===== src/rtl/hazard3_dbus_pmp_gate.sv =====
// hazard3_dbus_pmp_gate
//   PMP gate on the load/store AHB-Lite path. Each core address phase is
//   offered to the PMP data-side query; a killed transfer is kept off the
//   system bus and answered locally with a two-cycle ERROR response, and its
//   address/direction are captured for trap and debug logic.
// Ports
//   clk, rst_n          clock, async active-low reset
//   m_mode              core privilege (M-mode) for the PMP query
//   c_h*                core-side AHB-Lite manager port
//   pmp_addr/write/m_mode, pmp_kill   PMP query and same-cycle verdict
//   s_h*                system-side AHB-Lite port
//   fault_pulse         one-cycle strobe in the cycle after a kill is accepted
//   fault_addr/write    details of the most recent killed transfer
module hazard3_dbus_pmp_gate #(
  parameter int W_ADDR = 32,
  parameter int W_DATA = 32
) (
  input  logic              clk,
  input  logic              rst_n,
  input  logic              m_mode,
  input  logic [W_ADDR-1:0] c_haddr,
  input  logic [1:0]        c_htrans,
  input  logic              c_hwrite,
  input  logic [2:0]        c_hsize,
  input  logic [W_DATA-1:0] c_hwdata,
  output logic              c_hready,
  output logic              c_hresp,
  output logic [W_DATA-1:0] c_hrdata,
  output logic [W_ADDR-1:0] pmp_addr,
  output logic              pmp_write,
  output logic              pmp_m_mode,
  input  logic              pmp_kill,
  output logic [W_ADDR-1:0] s_haddr,
  output logic [1:0]        s_htrans,
  output logic              s_hwrite,
  output logic [2:0]        s_hsize,
  output logic [W_DATA-1:0] s_hwdata,
  input  logic              s_hready,
  input  logic              s_hresp,
  input  logic [W_DATA-1:0] s_hrdata,
  output logic              fault_pulse,
  output logic [W_ADDR-1:0] fault_addr,
  output logic              fault_write
);

  typedef enum logic [1:0] {
    ST_IDLE = 2'd0,
    ST_ERR1 = 2'd1,
    ST_ERR2 = 2'd2
  } state_t;

  localparam logic [1:0] HTRANS_IDLE = 2'b00;

  state_t              state_q, state_d;
  logic                fault_pulse_q, fault_pulse_d;
  logic [W_ADDR-1:0]   fault_addr_q, fault_addr_d;
  logic                fault_write_q, fault_write_d;

  logic kill_now;
  logic accept;

  // The PMP query is presented unconditionally; only active transfers matter.
  assign pmp_addr   = c_haddr;
  assign pmp_write  = c_hwrite;
  assign pmp_m_mode = m_mode;

  // In ERR1 the core may already be presenting its next transfer, but its
  // verdict is not consumed until ERR2 where that transfer is accepted.
  assign kill_now = c_htrans[1] && pmp_kill && (state_q != ST_ERR1);
  assign accept   = c_htrans[1] && c_hready;

  assign s_haddr  = c_haddr;
  assign s_hwrite = c_hwrite;
  assign s_hsize  = c_hsize;
  assign s_hwdata = c_hwdata;
  // The system bus sees hready high during ERR1 (its data phase is IDLE),
  // so a held core transfer must be masked there or it would be sampled.
  assign s_htrans = (state_q == ST_ERR1 || kill_now) ? HTRANS_IDLE : c_htrans;

  always_comb begin
    state_d       = state_q;
    c_hready      = s_hready;
    c_hresp       = s_hresp;
    c_hrdata      = s_hrdata;
    fault_pulse_d = 1'b0;
    fault_addr_d  = fault_addr_q;
    fault_write_d = fault_write_q;

    case (state_q)
      ST_ERR1: begin
        c_hready = 1'b0;
        c_hresp  = 1'b1;
        c_hrdata = '0;
        state_d  = ST_ERR2;
      end
      ST_ERR2: begin
        c_hready = 1'b1;
        c_hresp  = 1'b1;
        c_hrdata = '0;
        state_d  = ST_IDLE;
      end
      default: ;
    endcase

    // While a stalled system data phase holds c_hready low, a pending kill
    // is not accepted and the state is left alone.
    if (accept && kill_now) begin
      state_d       = ST_ERR1;
      fault_pulse_d = 1'b1;
      fault_addr_d  = c_haddr;
      fault_write_d = c_hwrite;
    end
  end

  always_ff @(posedge clk or negedge rst_n) begin
    if (!rst_n) begin
      state_q       <= ST_IDLE;
      fault_pulse_q <= 1'b0;
      fault_addr_q  <= '0;
      fault_write_q <= 1'b0;
    end else begin
      state_q       <= state_d;
      fault_pulse_q <= fault_pulse_d;
      fault_addr_q  <= fault_addr_d;
      fault_write_q <= fault_write_d;
    end
  end

  assign fault_pulse = fault_pulse_q;
  assign fault_addr  = fault_addr_q;
  assign fault_write = fault_write_q;

endmodule


===== config.mk =====
export PLATFORM = sky130hd
export DESIGN_NAME = hazard3_dbus_pmp_gate
export DESIGN_NICKNAME = d
export VERILOG_FILES = /design/src/rtl/hazard3_dbus_pmp_gate.sv
export SDC_FILE = /design/constraint.sdc
export NUM_CORES = 1
export LEC_CHECK = 0
export CAP_MARGIN = 20
export CORE_ASPECT_RATIO = 0.9
export CORE_MARGIN = 3
export CORE_UTILIZATION = 25
export CTS_CLUSTER_SIZE = 28
export DETAILED_ROUTE_END_ITERATION = 7
export GPL_TIMING_DRIVEN = 0
export PLACE_DENSITY = 0.71
export SYNTH_ARGS = -nofsm -noshare
export SYNTH_HDL_FRONTEND = slang
export SYNTH_SLANG_ARGS = --single-unit

===== constraint.sdc =====
create_clock -name clk -period 2.2 [get_ports clk]
set_input_delay 0.33 -clock clk [delete_from_list [all_inputs] [get_ports clk]]
set_output_delay 0.33 -clock clk [all_outputs]
set_load 0.05 [all_outputs]

==> results.sh <==
export IMPL_outcome="finished, final reports clean"
export IMPL_avgSynthCellArea_um2=11.3
export IMPL_netlist_area_um2=2530
export IMPL_synth_async_reset_ratio_pct=100
export IMPL_cts_setup_buffers=0
export IMPL_stdcell_area_um2=5090
export IMPL_fmax_mhz=468
export IMPL_p_leak_nw=2.35
export IMPL_place_port_buffers=243
export IMPL_drtAntennaViolNets=0
export IMPL_pwr_share_seq_pct=16.6
export IMPL_power_total_w=0.00703
export IMPL_ys_types=18
export IMPL_nets=584
export IMPL_busiest_layer="met2"
export IMPL_yosysTopAreaCell="dfrtp_1"
export IMPL_cap_violations=0
export IMPL_grt_pass1_wl_um=12800
export IMPL_htreeDepth=2
export IMPL_num_rows=34
export IMPL_synthesis_nets=334
export IMPL_synth_main_ff_cell="dfrtp_1"
export IMPL_synth_seq_cells=36
export IMPL_clk_path_buf_depth=2
export IMPL_hold_violations=0
export IMPL_final_max_slew_viol_count=0
export IMPL_irDropWorstVdd_v=0.000969
export IMPL_pwr_density_cell_nw_per_um2=1380
export IMPL_power_frac_comb_pct=74.5
export IMPL_cts_root_buf="clkbuf_8"
export IMPL_fin_cells=601
export IMPL_cts_tree="yes"
export IMPL_clkTransAtPathRegs_ns=0.07
export IMPL_dpl_cell_area_um2=5110
export IMPL_totalWireLength_um=8720
export IMPL_layout_drive_gt1_share_pct=39.6
export IMPL_first_global_vias=2347
export IMPL_synth_area_top_cells="dfrtp_1 (36%), buf_4 (30%), mux2_4 (17%)"
export IMPL_relSlewSlack_pct=46.3
export IMPL_use_met1_pct=15.3
export IMPL_start_util_pct=26.0
export IMPL_synth_top_area_share_pct=35.6
export IMPL_grt_start_max_net_pins=37
export IMPL_vias_per_cell=3.86
export IMPL_tightestPinTransition_ns=0.806
export IMPL_skew_ns=0.00256
export IMPL_grt_antenna_before_repair=0
export IMPL_clock_latency_ns=0.28
export IMPL_core_um2=9740
export IMPL_setup_violations=0
export IMPL_cp_arrival_ns=1.81
export IMPL_hold_path_class="in -> async"
export IMPL_pin_count=280
export IMPL_synth_warnings=0
export IMPL_fin_tns_setup_ns=0
export IMPL_synth_edff_count=0
export IMPL_dpl_cell_count=593
export IMPL_gr_total_overflow=0
export IMPL_swShare_pct=54.1
export IMPL_die_w_um=112
export IMPL_final_util_pct=52.2
export IMPL_crit_type="in -> out"
export IMPL_p_switching_w=0.00381
export IMPL_rsz0062_at_grt="false"
export IMPL_drt_iter0_drc=46
export IMPL_cp_start_kind="primary input"
export IMPL_globalplace_congestion=0.830
export IMPL_yosys_top_cells_count="buf_4 (102), dfrtp_1 (36), and2_1 (30), mux2_4 (28), mux2_2 (6)"
export IMPL_path_max_fanout=3
export IMPL_track_usage_pct=14.1
export IMPL_dieArea_um2=11400
export IMPL_route_detailed_drc=0
export IMPL_internal_power_w=0.00323
export IMPL_cts_sinks=36
export IMPL_ys_seq_area_share_pct=35.6
export IMPL_first_pass_iters=4
export IMPL_cts_made_buffers=5
export IMPL_via_count=2319
export IMPL_yosysMostFrequentCell="buf_4"
export IMPL_area_growth_pct=101
export IMPL_pwr_share_clk_pct=8.9
export IMPL_dpl_hpwl_um=7470
export IMPL_antennaDiodeCount=0
export IMPL_fin_crit_ns=2.14
export IMPL_die_y_um=101
export IMPL_worst_setup_path_end_kind="primary output"
export IMPL_synthCells=224
export IMPL_finalCritPeriodShare_pct=97.1
export IMPL_grt_util_met2_pct=26.2
export IMPL_grtUsageMet3_pct=6.09
export IMPL_routedWlPerCell_um=14.5
export IMPL_crit_required_ns=1.87
-- area by class of cell --
class,count,area [µm²]
Fill cell,884,4650
Timing Repair Buffer,243,2270
Sequential cell,36,901
Buffer,109,852
Multi-Input combinational cell,76,771
Tap cell,126,158
Clock buffer,7,96.3
Clock inverter,1,30.0
Inverter,3,11.3
-- flip-flops by register name (all words and copies together), names as in the netlist --
name and flops:
state_q 2, fault_write 1, fault_addr 32, fault_pulse 1
-- power by group through the flow --
stage	Clock (W)	Combinational (W)	Sequential, W
floorplan	0	0.00263	0.00227
global placement	0	0.00552	0.00117
detailed placement	0	0.00553	0.00118
CTS	0.000658	0.00531	0.00117
global route	0.000699	0.00546	0.00121
finish	0.000629	0.00524	0.00117
-- worst max-delay path: stages --
cell             delay (ns)
clkdlybuf4s50_1        0.54
buf_4                  0.13
clkdlybuf4s50_1        0.80
-- through the flow --
stage | worst slack, ns | hold slack [ns]
6_report | 0.0629 | 0.135
5_1_grt | 0.00687 | 0.212
4_1_cts | 0.000407 | 0.158
3_5_place_dp | -0.285 | 0.474
3_3_place_gp | -0.228 | 0.490
2_1_floorplan | 0.0669 | 0.0344
-- cell usage in the layout (no fill, tap or decap), drive strengths merged --
master,n
dlygate4sd2,2
clkbuf,11
or2b,1
nor3,2
clkdlybuf4s15,3
buf,137
clkdlybuf4s50,206
ha,2
or2,1
and4b,1
and2,32
dfrtp,36
mux2,34
bufinv,1
inv,3
nor3b,1
a211oi,1
nor2,1
-- repair_timing --
item | 4_1_cts | 5_1_grt
hold buffers | 0 | 0
resized for setup | 155 | 11
setup endpoints to repair | 36 | 29
-- metal layers --
metal	vias up	share of wire [%]
met1	1061	35
li1	1110	-
met2	140	53
met5	-	0
met3	8	11
met4	0	0.86
-- kinds of logic (layout without fill, tap and decap cells) --
| group | after synthesis | in the layout | synth area share [%] |
|---|---|---|---|
| buffers and inverters | 112 | 363 | 34.0 |
| and+or+nand+nor | 39 | 39 | 9.80 |
| DFF | 36 | 36 | 35.6 |
| muxes | 34 | 34 | 19.3 |
| adders and majority gates | 2 | 2 | 0.989 |
| AOI/OAI and AO/OA | 1 | 1 | 0.297 |
-- final timing paths --
kind / startpoint / to / slack, ns / cells past startpoint
max in group asynchronous: rst_n / fault_addr[0]$_DFFE_PN0P_ / 1.56 / 1
setup reg to reg: state_q[1]$_DFFE_PN0P_ / fault_addr[4]$_DFFE_PN0P_ / 0.15 / 6
hold reg to reg: fault_addr[2]$_DFFE_PN0P_ / fault_addr[2]$_DFFE_PN0P_ / 0.51 / 1
setup / recovery: c_haddr[30] / pmp_addr[30] / 0.06 / 3
hold / removal: rst_n / fault_addr[22]$_DFFE_PN0P_ / 0.14 / 1
min in group clk: fault_addr[2]$_DFFE_PN0P_ / fault_addr[2]$_DFFE_PN0P_ / 0.51 / 1
(Power assumes the default switching activity.)
